===== config.mk =====
export PLATFORM = sky130hd
export DESIGN_NAME = matrix_operand_server
export DESIGN_NICKNAME = d
export VERILOG_FILES = /design/src/rtl/matrix_pkg.sv /design/src/rtl/matrix_bank.sv /design/src/rtl/matrix_operand_server.sv
export SDC_FILE = /design/constraint.sdc
export NUM_CORES = 2
export LEC_CHECK = 0
export CORE_MARGIN = 5
export CORE_UTILIZATION = 30
export CTS_BUF_LIST = sky130_fd_sc_hd__clkbuf_4
export DETAILED_ROUTE_END_ITERATION = 12
export PLACE_DENSITY = 0.43
export SYNTH_ARGS = -nofsm -noshare
export SYNTH_HDL_FRONTEND = slang
export SYNTH_SLANG_ARGS = --single-unit

===== constraint.sdc =====
create_clock -name clk -period 14.5 [get_ports clk]
set_clock_uncertainty 0.05 [all_clocks]
set_input_delay 2.9 -clock clk [delete_from_list [all_inputs] [get_ports clk]]
set_output_delay 2.9 -clock clk [all_outputs]
set_load 0.02 [all_outputs]

===== src/rtl/matrix_pkg.sv =====
// Shared types and constants for the matrix operand server and its banks.
package matrix_pkg;

  // Index width of the engine's operand and result index ports.
  localparam int IW = 5;

  // IEEE-754 single-precision constants.
  localparam logic [31:0] FP_ONE  = 32'h3F800000;
  localparam logic [31:0] FP_ZERO = 32'h00000000;

  // Top-level run sequencing.
  typedef enum logic [1:0] {
    T_LOAD  = 2'd0,
    T_READY = 2'd1,
    T_RUN   = 2'd2,
    T_DONE  = 2'd3
  } top_state_t;

  // Result-sink handshake sequencing.
  typedef enum logic [1:0] {
    S_IDLE     = 2'd0,
    S_ACK      = 2'd1,
    S_WAIT_LOW = 2'd2
  } sink_state_t;

endpackage


===== src/rtl/matrix_bank.sv =====
// M x M word store addressed by (row, col): one synchronous write port,
// one registered read port, bulk clear. Out-of-range indices write nothing
// and read as zero.
module matrix_bank
  import matrix_pkg::*;
#(
  parameter int M = 4
) (
  input  logic          clk,
  input  logic          rst,
  input  logic          clr,
  input  logic          we,
  input  logic [IW-1:0] wr_i,
  input  logic [IW-1:0] wr_j,
  input  logic [31:0]   wr_data,
  input  logic [IW-1:0] rd_i,
  input  logic [IW-1:0] rd_j,
  output logic [31:0]   rd_data
);

  localparam int N  = M * M;
  localparam int AW = (N > 1) ? $clog2(N) : 1;

  logic [31:0] mem_q [N];
  logic [31:0] rd_data_q;

  function automatic logic in_range(input logic [IW-1:0] i, input logic [IW-1:0] j);
    return (32'(i) < 32'(M)) && (32'(j) < 32'(M));
  endfunction

  function automatic logic [AW-1:0] addr_of(input logic [IW-1:0] i, input logic [IW-1:0] j);
    return AW'(32'(i) * 32'(M) + 32'(j));
  endfunction

  // Storage: reset and clear zero every word; in-range writes land row-major.
  always_ff @(posedge clk) begin
    if (rst || clr) begin
      for (int k = 0; k < N; k++) mem_q[k] <= FP_ZERO;
    end else if (we && in_range(wr_i, wr_j)) begin
      mem_q[addr_of(wr_i, wr_j)] <= wr_data;
    end
  end

  // Registered read with a zero answer for indices outside the matrix.
  always_ff @(posedge clk) begin
    if (rst) begin
      rd_data_q <= FP_ZERO;
    end else if (in_range(rd_i, rd_j)) begin
      rd_data_q <= mem_q[addr_of(rd_i, rd_j)];
    end else begin
      rd_data_q <= FP_ZERO;
    end
  end

  assign rd_data = rd_data_q;

endmodule


===== src/rtl/matrix_operand_server.sv =====
// Memory-side responder for a sequential matrix multiplier: loads A and B,
// serves operands by index, sinks the result stream into C and exposes C.
//
// Handshakes: a load word transfers on a cycle where load_valid & load_ready
// are both high; load_ready does not depend on load_valid. A result transfers
// when z_stb is seen in S_IDLE during RUN; z_ack answers one cycle later for
// exactly one cycle, and the next transfer needs z_stb to drop first.
module matrix_operand_server
  import matrix_pkg::*;
#(
  parameter int m = 4
) (
  input  logic          clk,
  input  logic          rst,
  input  logic          load_valid,
  input  logic          load_sel,
  input  logic [31:0]   load_data,
  output logic          load_ready,
  input  logic          go,
  output logic          start,
  input  logic          mult_done,
  input  logic [IW-1:0] a_i,
  input  logic [IW-1:0] a_j,
  input  logic [IW-1:0] b_i,
  input  logic [IW-1:0] b_j,
  output logic [31:0]   a_in,
  output logic [31:0]   b_in,
  input  logic [31:0]   z_out,
  input  logic [IW-1:0] z_i,
  input  logic [IW-1:0] z_j,
  input  logic          z_stb,
  output logic          z_ack,
  input  logic [IW-1:0] rd_i,
  input  logic [IW-1:0] rd_j,
  output logic [31:0]   rd_data,
  output logic          results_valid,
  output logic          err,
  output top_state_t    dbg_top_state_o,
  output sink_state_t   dbg_sink_state_o
);

  localparam int MM  = m * m;
  localparam int MMM = m * m * m;
  localparam int CW  = $clog2(MM + 1);

  top_state_t    top_q, top_d;
  sink_state_t   sink_q, sink_d;
  logic [CW-1:0] cnt_a_q, cnt_a_d, cnt_b_q, cnt_b_d;
  logic [31:0]   zcnt_q, zcnt_d;
  logic          start_q, start_d;
  logic          err_q, err_d;
  logic          clr_c;

  logic          sel_full, load_acc, z_take, z_in_range, op_oob;
  logic [CW-1:0] ld_cnt;
  logic [IW-1:0] ld_row, ld_col;

  assign sel_full   = load_sel ? (cnt_b_q == CW'(MM)) : (cnt_a_q == CW'(MM));
  assign load_ready = !rst && (top_q == T_LOAD) && !sel_full;
  assign load_acc   = load_valid && load_ready;
  assign z_take     = !rst && (sink_q == S_IDLE) && z_stb && (top_q == T_RUN);
  assign z_in_range = (z_i < IW'(m)) && (z_j < IW'(m));
  assign op_oob     = (a_i >= IW'(m)) || (a_j >= IW'(m)) ||
                      (b_i >= IW'(m)) || (b_j >= IW'(m));

  // The load counter of the selected matrix doubles as its row-major address.
  assign ld_cnt = load_sel ? cnt_b_q : cnt_a_q;
  assign ld_row = IW'(32'(ld_cnt) / 32'(m));
  assign ld_col = IW'(32'(ld_cnt) % 32'(m));

  // Top sequencing, load counters, run bookkeeping and sticky error.
  always_comb begin
    top_d   = top_q;
    cnt_a_d = cnt_a_q;
    cnt_b_d = cnt_b_q;
    zcnt_d  = zcnt_q + 32'(z_take);
    start_d = 1'b0;
    err_d   = err_q;
    clr_c   = 1'b0;
    case (top_q)
      T_LOAD: begin
        if (load_acc) begin
          if (load_sel) cnt_b_d = cnt_b_q + CW'(1);
          else          cnt_a_d = cnt_a_q + CW'(1);
        end
        if (cnt_a_q == CW'(MM) && cnt_b_q == CW'(MM)) top_d = T_READY;
      end
      T_READY: begin
        if (go) begin
          start_d = 1'b1;
          clr_c   = 1'b1;
          zcnt_d  = '0;
          top_d   = T_RUN;
        end
      end
      T_RUN: begin
        // A strobe taken in the same cycle as mult_done still counts.
        if (mult_done) begin
          top_d = T_DONE;
          if (zcnt_d != 32'(MMM)) err_d = 1'b1;
        end
      end
      T_DONE: begin
        if (go) begin
          start_d = 1'b1;
          clr_c   = 1'b1;
          zcnt_d  = '0;
          top_d   = T_RUN;
        end else if (load_valid) begin
          cnt_a_d = '0;
          cnt_b_d = '0;
          top_d   = T_LOAD;
        end
      end
      default: top_d = T_LOAD;
    endcase
    if (op_oob) err_d = 1'b1;
    if (z_take && !z_in_range) err_d = 1'b1;
    if ((sink_q == S_IDLE) && z_stb && (top_q != T_RUN)) err_d = 1'b1;
  end

  // Result sink: one write and one single-cycle ack per strobe edge.
  always_comb begin
    sink_d = sink_q;
    case (sink_q)
      S_IDLE:     if (z_take) sink_d = S_ACK;
      S_ACK:      sink_d = S_WAIT_LOW;
      S_WAIT_LOW: if (!z_stb) sink_d = S_IDLE;
      default:    sink_d = S_IDLE;
    endcase
  end

  // State registers; reset abandons any run or handshake in flight.
  always_ff @(posedge clk) begin
    if (rst) begin
      top_q   <= T_LOAD;
      sink_q  <= S_IDLE;
      cnt_a_q <= '0;
      cnt_b_q <= '0;
      zcnt_q  <= '0;
      start_q <= 1'b0;
      err_q   <= 1'b0;
    end else begin
      top_q   <= top_d;
      sink_q  <= sink_d;
      cnt_a_q <= cnt_a_d;
      cnt_b_q <= cnt_b_d;
      zcnt_q  <= zcnt_d;
      start_q <= start_d;
      err_q   <= err_d;
    end
  end

  matrix_bank #(.M(m)) u_bank_a (
    .clk(clk), .rst(rst), .clr(1'b0),
    .we(load_acc && !load_sel), .wr_i(ld_row), .wr_j(ld_col), .wr_data(load_data),
    .rd_i(a_i), .rd_j(a_j), .rd_data(a_in)
  );

  matrix_bank #(.M(m)) u_bank_b (
    .clk(clk), .rst(rst), .clr(1'b0),
    .we(load_acc && load_sel), .wr_i(ld_row), .wr_j(ld_col), .wr_data(load_data),
    .rd_i(b_i), .rd_j(b_j), .rd_data(b_in)
  );

  matrix_bank #(.M(m)) u_bank_c (
    .clk(clk), .rst(rst), .clr(clr_c),
    .we(z_take), .wr_i(z_i), .wr_j(z_j), .wr_data(z_out),
    .rd_i(rd_i), .rd_j(rd_j), .rd_data(rd_data)
  );

  assign start            = start_q;
  assign z_ack            = (sink_q == S_ACK);
  assign results_valid    = (top_q == T_DONE);
  assign err              = err_q;
  assign dbg_top_state_o  = top_q;
  assign dbg_sink_state_o = sink_q;

endmodule


; ---- Yosys cells after proc, flatten, opt, wreduce, memory -nomap -nowiden
; Memories as Yosys holds them, arrays and structs flattened. A register that Yosys moved wholly into a read port is not among the register bits.
; Cells that the tools add are included.
[classes]
n_addsub = 8
order_cmp = 16
n_eq_ne = 20
muxes = 51
n_bitwise = 3
n_reduce_logical = 47
[op_table]
columns = operator, n
row1 = 2-to-1 mux 32 bit, 5
row2 = OR reduction 32 bit, 3
row3 = < comparator 5 x 3 -> 1 bit (second input constant), 10
row4 = 2-to-1 mux 5 bit, 7
row5 = adder 32 x 1 -> 32 bit, 1
row6 = != test 32 x 7 -> 1 bit (second input constant), 1
row7 = 2-to-1 mux 1 bit, 25
row8 = logical AND 1 bit, 21
row9 = greater-or-equal comparator 5 x 3 -> 1 bit (second input constant), 4
row10 = case mux 5 bit (2 select lines), 2
row11 = != test 2 bit (second input constant), 9
row12 = adder 4 bit, 4
row13 = 2-to-1 mux 2 bit, 7
row14 = 2-to-1 mux 4 bit, 3
row15 = nonzero test 4 bit, 3
row16 = adder 5 x 1 -> 5 bit (second input constant), 2
row17 = == test 5 bit (second input constant), 2
row18 = AND reduction 5 bit, 2
row19 = case mux 2 bit (4 select lines), 1
row20 = OR reduction 2 bit, 4
row21 = == test 2 bit (second input constant), 3
row22 = case mux 2 bit (3 select lines), 1
row23 = adder 4 x 2 -> 4 bit, 1
row24 = == test 2 x 1 -> 1 bit (second input constant), 2
row25 = other kinds (12), 22
[totals]
register_bits = 48
ram_bits = 1536
out_inout_bits = 105
mem_count = 3
[memory_table]
columns = memory, depth, word_bits, rd, rd_ports_with_merged_regs, write_ports, line_no
row1 = u_bank_a.mem_q, 16, 32, 1, 1, 16, matrix_bank.sv:24  ; logic [31:0] mem_q [N];
row2 = u_bank_b.mem_q, 16, 32, 1, 1, 16, matrix_bank.sv:24
row3 = u_bank_c.mem_q, 16, 32, 1, 1, 16, matrix_bank.sv:24

; ---- Logic depth before layout (Yosys ltp)
[depth]
ltp_word = 12
depth_mapped = 13

; ---- Cells and area by module
; From an unflattened synthesis, not the netlist that was laid out.
[hier_totals]
hier_cells = 5277
area_unflattened_um2 = 75259.7
[modules_own_cells]
columns = mod, instances, cells_per_inst, area_each_um2, seq_area_each_um2
row1 = matrix_bank at u_bank_b ..., 2, 1649, 24154.4, 16015.4
row2 = matrix_bank at u_bank_a, 1, 1649, 24299.6, 16015.4
row3 = matrix_operand_server, 1, 330, 2651.3, 960.9

; ---- Worst setup path before layout
; OpenSTA, ideal clock, no wires.
[synth_path]
path_kind = input port to flip-flop
start = input port z_stb
end = memory u_bank_c.mem_q[12][0] (enable)
setup_ns = 0.466
arrival_time_ns = 6.360
t_required_ns = 13.984
setup_slack_ns = 7.625
stages = 6
path_buffers = 1
cell_sequence = nand2b_1 nor4_2 nand2_1 or3_1 clkbuf_1 o21ai_0
[synth_rtl]
columns = item, line_no
row1 = "start, declared", matrix_operand_server.sv:31  ; input logic z_stb,
row2 = "end, declared", matrix_bank.sv:24

; ---- Final worst setup path
[layout_path]
start = input port load_sel
end = output port load_ready
[layout_via]
elab_chain_cells = 3
[layout_lines]
columns = item, line_no
row1 = "start, declared", matrix_operand_server.sv:16  ; input logic load_sel,
row2 = 2-to-1 mux 1 bit, matrix_operand_server.sv:58  ; assign sel_full = load_sel ? (cnt_b_q == CW'(MM)) : (cnt_a_q == CW'(MM));
row3 = logical NOT 1 bit, matrix_operand_server.sv:59  ; assign load_ready = !rst && (top_q == T_LOAD) && !sel_full;
row4 = logical AND 1 bit, matrix_operand_server.sv:59
row5 = "end, declared", matrix_operand_server.sv:18  ; output logic load_ready,
; Every way passes these cells.

==> flow_summary.ini <==
[die]
io_pins = 216
start_util = 0.301
die_w_um = 507
core_sq_um = 246000
die_h_um = 507
num_rows = 182
die_area_sq_um = 257000

[critical_path]
crit_chain = clkdlybuf4s50_1 -> nand2_1 -> o21ai_0 -> and2_1 -> clkdlybuf4s50_1
cp_slowest_stage_delay_ns = 0.95
path_max_fanout = 15
worst-endpoint-arrival_ns = 5.09
crit_top_cell = clkdlybuf4s50_1
cp_slowest_cell = clkdlybuf4s50_1
critPathLaunchType = input pin
worstPathRequired_ns = 11.55
worstSetupPathType = in2out
end_kind = primary output

[detailed_routing]
firstDrtPassIters = 5
wl_um = 233000
drc = 0
wl_per_cell_um = 27.0
antenna_left = 0
vias = 41200
viasPerCell = 4.76
drtIter0Drc = 3440

[sta]
tightest_slew_ns = 1.24
rsz0062_at_grt = false
post-route-period-util = 0.555
setup-violations-final = 0
slew_violations = 0
tns_ns = 0
min_period_ns = 8.04
slew-limit-headroom = 0.172
final_hold_viol_count = 0
fmax_ghz = 0.124
holdWs_ns = 0.470

[global_routing]
grt_usage = 0.179
grt_max_degree = 69
antenna_found_initial = 41
grt_pass1_vias = 43200
overflow = 0
grt_pass1_wl_um = 329000

[power]
leakage_nw = 31.1
p_per_area_nw_per_um2 = 126
peakVddDrop_uv = 66.6

[synthesis]
post-synth-top-count-cell = edfxtp_1
synthesis.area_sq_um = 74000
seq_area_frac_synth = 0.663
synthArstFlopShare = 0
synth_edf_count = 1536
ys_types = 53
yosysTopAreaCell = edfxtp_1
yosysWarnings = 0
yosys-top-cells-area = edfxtp_1 62%, mux4_2 15%, and2_1 13%, dfxtp_1 3.9%, clkbuf_1 1.9%
synth-seq-cells = 1680
synth-main-ff-cell = edfxtp_1
synth_common_cells = 1536 x edfxtp_1, 1513 x and2_1, 480 x mux4_2, 375 x clkbuf_1, 144 x dfxtp_1
syn_inst = 4607
syn_avg_cell_area_sq_um = 16.1
yosys.area.top_type_share = 0.624
syn_nets = 4728

[final_layout]
seqCellArea_sq_um = 49000
multi_input_area_sq_um = 24000
fillers = 23500
syn_to_final_growth_pct = 16.7
nets = 5123
drive_gt1_frac = 0.283

[placed_design]
gp_congestion = 0.729
numPortBuffers = 215
dpl.hpwl_um = 131000

[cts]
ctsHoldBuffers = 0
cts_resized = 0
cts_sinks = 1680
post_cts_buffers = 0
cts_inserted_buffers = 485
clk_latency_ns = 1.35
clk_pin_slew_worst_paths_ns = 0.05
cts_root_buf = clkbuf_4
cts_max_path_buffers = 4
h-tree-depth = 5
cts_tree = built

[run_status]
outcome = complete, no violations

[flow_run]
drv_cap = 0

[worst_hold_path]
min_path_type = reg2reg
[placed cells by master (no fill, tap or decap), types with 47 or more instances in the layout]
cell type / Yosys / final
and2_1: 1513 / 1513
and3_1: 47 / 47
buf_4: 0 / 101
clkbuf_4: 0 / 774
clkdlybuf4s50_1: 0 / 185
clkinv_1: 0 / 94
dfxtp_1: 144 / 144
edfxtp_1: 1536 / 1536
mux4_2: 480 / 480
nor2_1: 102 / 54
nor2_4: 0 / 48
nor2b_1: 96 / 96
[metrics by stage]
stage                     total power, mW  area (sq um)  setup WS [ns]  utilization  cells
after global routing                 11.4         86300           6.44        0.351   8632
after global placement               6.44         79900           6.38        0.325   7735
after detailed placement             6.44         79900           6.49        0.325   7735
after CTS                            11.1         86200           6.48        0.351   8621
after floorplan                      6.06         74000           7.62            -   4607
final                                10.9         86300           6.46        0.351   8647
[sequential cells by signal (all words and copies together), names as in the netlist]
| name | flops |
|---|---|
| u_bank_a.rd_data | 32 |
| start | 1 |
| dbg_top_state_o | 2 |
| u_bank_b.mem_q | 512 |
| cnt_a_q | 5 |
| u_bank_c.rd_data | 32 |
| dbg_sink_state_o | 2 |
| u_bank_b.rd_data | 32 |
| u_bank_a.mem_q | 512 |
| err | 1 |
| zcnt_q | 32 |
| cnt_b_q | 5 |
| u_bank_c.mem_q | 512 |
[kinds of logic after synthesis]
group,share of synthesized area
xor+xnor,0.00521
buf+inv,0.0212
mux,0.147
compound gates,0.00507
fa+ha+maj,0.00169
flops,0.663
simple gates,0.157
[layout make-up]
cell class,instances,share of cell area
clock buffers,774,0.0673
repair buffers,316,0.0323
multi-input cells,2510,0.279
clock inverters,112,0.00618
flip-flops and latches,1680,0.568
inverters,9,0.000391
well taps,3220,0.0467
diodes,26,0.000754
[final timing paths]
kind                                          from  slack, ns                    to  cells after the start
worst min-delay path                    zcnt_q[31]       0.47            zcnt_q[31]                      2
worst max register to register  dbg_top_state_o[0]      10.14  u_bank_b.mem_q[2][3]                      7
worst min register to register          zcnt_q[31]       0.47            zcnt_q[31]                      2
worst max-delay path                      load_sel       6.46            load_ready                      5
[power breakdown]
part	internal (mW)	leakage, nW	switching, mW
combinational	0.333	10.2	0.513
clock	2.45	3.81	2.10
sequential	5.43	17.0	0.0424
[metal layers]
layer	vias to the layer above	global-route usage	wire length, um
met4	4	0.0565	5830
met5	-	0	24
li1	18100	-	-
met3	320	0.0404	15300
met1	21400	0.245	103000
met2	1372	0.285	109000
[worst max-delay path, delay by kind of cell]
kind	cells	cell delay (ns)
compound gates	1	0.10
simple gates	2	0.44
buf+inv	2	1.63
(Power assumes the default switching activity.)
